File: config.mk
export PLATFORM = sky130hd
export DESIGN_NAME = restoring_divu
export DESIGN_NICKNAME = d
export VERILOG_FILES = /design/src/rtl/divu_pkg.sv /design/src/rtl/divu_step.sv /design/src/rtl/restoring_divu.sv
export SDC_FILE = /design/constraint.sdc
export NUM_CORES = 1
export LEC_CHECK = 0
export ABC_AREA = 1
export ABC_CLOCK_PERIOD_IN_PS = 3000
export CORE_MARGIN = 4
export CORE_UTILIZATION = 28
export CTS_CLUSTER_DIAMETER = 100
export DETAILED_ROUTE_END_ITERATION = 16
export GPL_TIMING_DRIVEN = 0
export PLACE_DENSITY = 0.59
export SETUP_SLACK_MARGIN = 0.4
export SYNTH_ARGS = -nofsm -noshare
export SYNTH_HDL_FRONTEND = slang
export SYNTH_HIERARCHICAL = 1
export SYNTH_SLANG_ARGS = --single-unit
File: constraint.sdc
create_clock -name clk -period 3 [get_ports clk]
set_clock_uncertainty 0.2 [all_clocks]
set_input_delay 0.6 -clock clk [delete_from_list [all_inputs] [get_ports clk]]
set_output_delay 0.6 -clock clk [all_outputs]
set_load 0.01 [all_outputs]
File: src/rtl/divu_pkg.sv
// divu_pkg: state encoding and default width shared by the divider and its users.
package divu_pkg;
    localparam int DIVU_WIDTH = 8;
    typedef enum logic [1:0] {
        IDLE     = 2'd0,
        CALC     = 2'd1,
        DONE     = 2'd2,
        WAIT_LOW = 2'd3
    } divu_state_t;
endpackage

File: src/rtl/divu_step.sv
// divu_step: one restoring-division iteration (shift in the dividend MSB, trial subtract, restore on borrow).
module divu_step #(
    parameter int WIDTH = 8
) (
    input  logic [WIDTH-1:0] i_r,
    input  logic             i_q_msb,
    input  logic [WIDTH-1:0] i_d,
    output logic [WIDTH-1:0] o_r,
    output logic             o_q_bit
);
    logic [WIDTH:0] w_sh;
    logic [WIDTH:0] w_t;
    assign w_sh    = {i_r, i_q_msb};
    assign w_t     = w_sh - {1'b0, i_d};
    assign o_q_bit = ~w_t[WIDTH];
    // A rejected trial means the shifted value was below D, so it fits in WIDTH bits
    assign o_r     = o_q_bit ? w_t[WIDTH-1:0] : w_sh[WIDTH-1:0];
endmodule

File: src/rtl/restoring_divu.sv
// restoring_divu: sequential unsigned restoring divider, one quotient bit per clock,
// with the Start_sig/Done_sig level handshake shared with the Booth multiplier.
module restoring_divu
    import divu_pkg::*;
#(
    parameter int WIDTH = DIVU_WIDTH
) (
    input  logic             clk,
    input  logic             rst_n,
    input  logic             Start_sig,
    input  logic [WIDTH-1:0] Dividend,
    input  logic [WIDTH-1:0] Divisor,
    output logic             Done_sig,
    output logic [WIDTH-1:0] Quotient,
    output logic [WIDTH-1:0] Remainder,
    output logic             Div_zero
);
    localparam int CW = (WIDTH > 1) ? $clog2(WIDTH) : 1;

    divu_state_t      r_state;
    divu_state_t      w_next;
    logic [WIDTH-1:0] r_r;
    logic [WIDTH-1:0] r_q;
    logic [WIDTH-1:0] r_d;
    logic [CW-1:0]    r_cnt;
    logic             r_done;
    logic [WIDTH-1:0] r_quot;
    logic [WIDTH-1:0] r_rem;
    logic             r_dz;
    logic [WIDTH-1:0] w_r_next;
    logic             w_q_bit;
    logic             w_last;

    divu_step #(.WIDTH(WIDTH)) u_step (
        .i_r     (r_r),
        .i_q_msb (r_q[WIDTH-1]),
        .i_d     (r_d),
        .o_r     (w_r_next),
        .o_q_bit (w_q_bit)
    );

    assign w_last = (r_cnt == CW'(WIDTH - 1));

    always_ff @(posedge clk or negedge rst_n) begin
        if (!rst_n) r_state <= IDLE;
        else        r_state <= w_next;
    end

    always_comb begin
        w_next = r_state;
        case (r_state)
            IDLE:     w_next = Start_sig ? CALC : IDLE;
            CALC:     w_next = w_last ? DONE : CALC;
            DONE:     w_next = Start_sig ? WAIT_LOW : IDLE;
            WAIT_LOW: w_next = Start_sig ? WAIT_LOW : IDLE;
            default:  w_next = IDLE;
        endcase
    end

    always_ff @(posedge clk or negedge rst_n) begin
        if (!rst_n) begin
            r_r    <= '0;
            r_q    <= '0;
            r_d    <= '0;
            r_cnt  <= '0;
            r_done <= 1'b0;
            r_quot <= '0;
            r_rem  <= '0;
            r_dz   <= 1'b0;
        end else begin
            r_done <= (r_state == DONE);
            if (r_state == IDLE && Start_sig) begin
                r_r   <= '0;
                r_q   <= Dividend;
                r_d   <= Divisor;
                r_dz  <= (Divisor == '0);
                r_cnt <= '0;
            end
            if (r_state == CALC) begin
                r_r   <= w_r_next;
                r_q   <= {r_q[WIDTH-2:0], w_q_bit};
                r_cnt <= r_cnt + 1'b1;
            end
            if (r_state == DONE) begin
                r_quot <= r_q;
                r_rem  <= r_r;
            end
        end
    end

    assign Done_sig  = r_done;
    assign Quotient  = r_quot;
    assign Remainder = r_rem;
    assign Div_zero  = r_dz;
endmodule

; ---- After elaboration in Yosys (flattened, before gate mapping)
; Index checks and enable logic that the tools add are counted.
[word_totals]
register_bits = 47
output_inout_bits = 18
[classes]
n_addsub = 2
n_eq_ne = 4
mux = 11
bitwise_logic = 1
reduce_logical = 5
[op_table]
columns = operator, count
row1 = 2-to-1 mux 8 bit, 5
row2 = subtractor 9 x 8 -> 9 bit, 1
row3 = zero test 8 bit, 1
row4 = 2-to-1 mux 3 bit, 2
row5 = one-hot mux 2 bit (3 select lines), 1
row6 = == test 2 bit (second input constant), 2
row7 = 2-to-1 mux 2 bit, 2
row8 = adder 3 x 1 -> 3 bit (second input constant), 1
row9 = == test 3 bit (second input constant), 1
row10 = == test 2 x 1 -> 1 bit (second input constant), 1
row11 = zero test 2 bit, 1
row12 = nonzero test 2 bit, 1
row13 = OR reduction 2 bit, 1
row14 = logical AND 1 bit, 1
row15 = 2-to-1 mux 1 bit, 1
row16 = NOT 1 bit, 1

; ---- Logic depth before layout (Yosys ltp)
[logic_depth]
depth_word = 4
depth_mapped = 14
ltp_nobuf = 14

; ---- By module
; Netlist, hierarchy kept.
[modules_own_cells]
columns = module, n_inst, cells_per_inst, area_per_inst_um2, seq_area_each_um2
row1 = restoring_divu, 1, 225, 1949.4, 1176.1
row2 = divu_step, 1, 105, 588.1, 0.0

; ---- Least setup slack after synthesis
; Ideal clock, no wire load.
[synth_path]
path_kind = reg-to-reg
from = register r_q[7]
to = register r_r[7]
setup_ns = 0.126
arrival_time_ns = 1.728
required_ns = 2.674
setup_slack_ns = 0.947
path_stages_with_launch = 15
synth_period_minus_slack_ns = 2.053
path_cell_list = dfrtp_1 -> inv_1 -> ha_1 -> inv_1 -> fa_1 -> nand2_1 -> nand2_1 -> nand3_2 -> nand2_2 -> nand2_4 -> nand2_8 -> nand2_1 -> nand2_1 -> nand2_1 -> o21ai_0
[synth_between]
elab_chain_len = 3
[synth_rtl]
columns = element, line_no
row1 = "start, declared", restoring_divu.sv:23  ; logic [WIDTH-1:0] r_q;
row2 = "start signal, assigned", restoring_divu.sv:74  ; r_q <= Dividend;
row3 = "start signal, assigned", restoring_divu.sv:81  ; r_q <= {r_q[WIDTH-2:0], w_q_bit};
row4 = subtractor 9 x 8 -> 9 bit, divu_step.sv:14  ; assign w_t = w_sh - {1'b0, i_d};
row5 = 2-to-1 mux 8 bit, divu_step.sv:17  ; assign o_r = o_q_bit ? w_t[WIDTH-1:0] : w_sh[WIDTH-1:0];
row6 = via w_r_next[7], restoring_divu.sv:30  ; logic [WIDTH-1:0] w_r_next;
row7 = 2-to-1 mux 8 bit, restoring_divu.sv:79  ; if (r_state == CALC) begin
row8 = "end signal, assigned", restoring_divu.sv:80  ; r_r <= w_r_next;
row9 = "end, declared", restoring_divu.sv:22  ; logic [WIDTH-1:0] r_r;
; The timed path passes the listed nets, and every way through them passes these cells.
; A chain may end at the register's enable or synchronous reset.

; ---- Final worst setup path
[layout_path]
from = register r_q[7]
to = register r_r[4]
; Same word-level chain as after synthesis.

==> flow_summary_export.csv <==
group,metric,value,unit
logic_synthesis,syn_area_per_cell,7.689,µm²
logic_synthesis,async_reset_ff_share,100.0,%
timing,setup_viol,0,
layout,fin_area,3164,µm²
clock_tree,cts_tree,"built",
place,place_area,3048,µm²
layout,fin_nets,405,
clock_tree,post_cts_resized,0,
timing,period_share,76.66,%
hold_path,min_path_type,"flop to flop",
worst_setup_path,path_max_fanout,9,
power_and_ir_drop,p_per_area,1199,nW/µm²
logic_synthesis,synth_seq_cells,47,
grt,grt_use_total,11.84,%
worst_setup_path,arrival,2280,ps
route,wl,5.710,mm
route,highest_layer,"met4",
clock_tree,clkSinkCount,47,
logic_synthesis,synthSimpleGateAreaFrac,32.10,%
floorplanning,ioPinCount,37,
timing,slew_viol_final,0,
clock_tree,cts_buffers,5,
timing,fmaxAchievable,434.8,MHz
route,drt_iter0_drc,159,
logic_synthesis,synth-xor-area-share,1.036,%
worst_setup_path,start_kind,"flop",
logic_synthesis,synth_nets,360,
route,drc,0,
place,globalplace.congestion,0.8235,
logic_synthesis,synth-adder-area-share,5.720,%
power_and_ir_drop,ir_drop,302.4,µV
logic_synthesis,seq_area_frac_synth,46.35,%
place,dp_hpwl,4.346,mm
logic_synthesis,synth_cell_types,27,
clock_tree,clk_pin_slew,90,ps
grt,antenna_found_initial,0,
logic_synthesis,synth.cell_area,2537,µm²
route,ant_nets,0,
floorplanning,initial_core_util,28.95,%
status,status,"finished clean",
grt,first_global_vias,2169,
grt,grt_overflow,0,
power_and_ir_drop,total_power,3795,µW
route,dr_wl_met2,2.883,mm
route,wl_met1,2.571,mm
clock_tree,clk_latency,300,ps
worst_setup_path,cp-end-kind,"flop",
floorplanning,die_width,103.2,µm
worst_setup_path,cp.required,2980,ps
logic_synthesis,synth_edf_count,0,
clock_tree,clockBufferDepth,2,
logic_synthesis,synth_ff_type,"dfrtp_1",
timing,min_period,2300,ps
route,routed_via_density,4.520,
logic_synthesis,synth_top_family_by_area,"simple AND/OR/NAND/NOR gates",
logic_synthesis,synth_compound_area_share,5.572,%
timing,max_slew_margin,75.79,%
layout,drive_gt1_share,9.067,%
timing,hold_viol,0,
grt,grt_pass1_wl,9.942,mm
place,port_buffers,36,
floorplanning,fp.dieArea,10650,µm²
route,routed-wl-met3,180,µm
layout,antenna_cells,0,
floorplanning,num_rows,34,
timing,rsz0062_at_grt,"no",
clock_tree,htreeDepth,2,
layout,syn_to_final_growth,24.70,%
job,max-cap-violations,0,
logic_synthesis,synth_cells,330,
grt,grt_max_degree,34,
clock_tree,root_buffer,"clkbuf_8",
floorplanning,fp.dieH,103.2,µm
logic_synthesis,muxShareOfSynthArea,0,%
worst_setup_path,crit_type,"flop to flop",
power_and_ir_drop,leakage,0.001664,µW
logic_synthesis,yosysWarnings,6,
timing,tightest_slew,363.2,ps
route,drt-wirelength-per-cell,11.82,µm
route,drt-pass1-iter-count,4,
route,vias,2183,
floorplanning,core,8763,µm²
[cells in the final DEF, fill, tap and decap left out, types with 2 or more instances in the layout]
master             n
a21oi_1            2
buf_2              8
clkbuf_8           5
clkdlybuf4s50_1   35
dfrtp_1           47
ha_1              10
inv_1             48
inv_2              3
nand2_1          129
nand2_2            4
nand2_4            2
nand3_1           31
nor2_1             9
o21ai_0           21
o21ai_1            2
xnor2_1            2
[metal layers]
metal | global-route usage (%) | up-vias
met5 | 0 | -
met4 | 3.984 | 0
met3 | 1.878 | 7
met2 | 20.57 | 29
met1 | 15.01 | 1042
li1 | - | 1105
[cell type report]
type / instances / area (µm²)
Clock inverter: 2 / 37.54
Multi-Input combinational cell: 224 / 1127
Clock buffer: 5 / 68.82
Inverter: 51 / 191.4
Buffer: 8 / 42.54
Sequential cell: 47 / 1176
Tap cell: 108 / 135.1
Timing Repair Buffer: 38 / 385.4
Fill cell: 910 / 5599
[sequential cells by signal, indices dropped and copies added, names as in the netlist]
register	count
r_r	8
Done_sig	1
Quotient	8
Div_zero	1
r_cnt	3
r_q	8
r_state	2
Remainder	8
r_d	8
[power breakdown]
| group | internal [µW] | total (µW) | switching (µW) |
|---|---|---|---|
| Sequential | 940 | 1140 | 199 |
| Combinational | 913 | 2190 | 1280 |
| Clock | 244 | 463 | 219 |
[cells by family (layout without fill, tap and decap cells)]
family                     Yosys count  in the layout
AOI/OAI and AO/OA                   26             26
adders and majority gates           11             11
buffers and inverters               59            104
and+or+nand+nor                    184            184
xor gates and xnor gates             3              3
DFF                                 47             47
[repair_timing]
action                    in CTS  in global routing
hold endpoints to repair       9                  0
buffers inserted               0                  0
hold buffers                   1                  0
[final timing paths]
check	start	end	slack (ps)	depth (start not counted)
max	r_q[7]	r_r[4]	700	14
min	r_d[2]	r_d[2]	280	2
max reg2reg	r_q[7]	r_r[4]	700	14
min reg2reg	r_d[2]	r_d[2]	280	2
max in group asynchronous	rst_n	r_d[7]	1570	3
min in group asynchronous	rst_n	r_q[2]	540	2
[critical path: stages, from the launching register on]
cell,delay [ps]
dfrtp_1,430
inv_1,80
ha_1,130
inv_1,60
fa_1,410
nand2_1,80
nand2_1,110
nand3_2,130
nand2_2,70
nand2_4,140
nand2_8,90
nand2_1,70
nand2_1,40
nand2_1,60
o21ai_0,80
[stage by stage]
stage | hold slack, ps | util (%) | worst slack [ps] | instances | TNS, ps
2_1_floorplan | 104.4 | - | 946.5 | 330 | 0
3_3_place_gp | 262.4 | 34.61 | -228.0 | 474 | -10530
3_5_place_dp | 259.5 | 34.78 | 718.9 | 475 | 0
4_1_cts | 281.2 | 36.11 | 687.5 | 483 | 0
5_1_grt | 298.4 | 36.11 | 477.0 | 483 | 0
6_report | 278.0 | 36.11 | 700.2 | 483 | 0
[Yosys cell counts (2+ instances only)]
library cell / instances / area, µm²
nand2_1: 129 / 484.2
xnor2_1: 2 / 17.52
nor2_1: 9 / 33.78
inv_2: 3 / 11.26
o21ai_0: 21 / 105.1
ha_1: 10 / 125.1
buf_2: 7 / 35.03
a21oi_1: 2 / 10.01
nand3_1: 31 / 155.2
dfrtp_1: 47 / 1176
nand2_4: 2 / 22.52
o21ai_1: 2 / 10.01
inv_1: 48 / 180.2
nand2_2: 4 / 25.02
No activity file was read; power rests on OpenSTA's default activity.
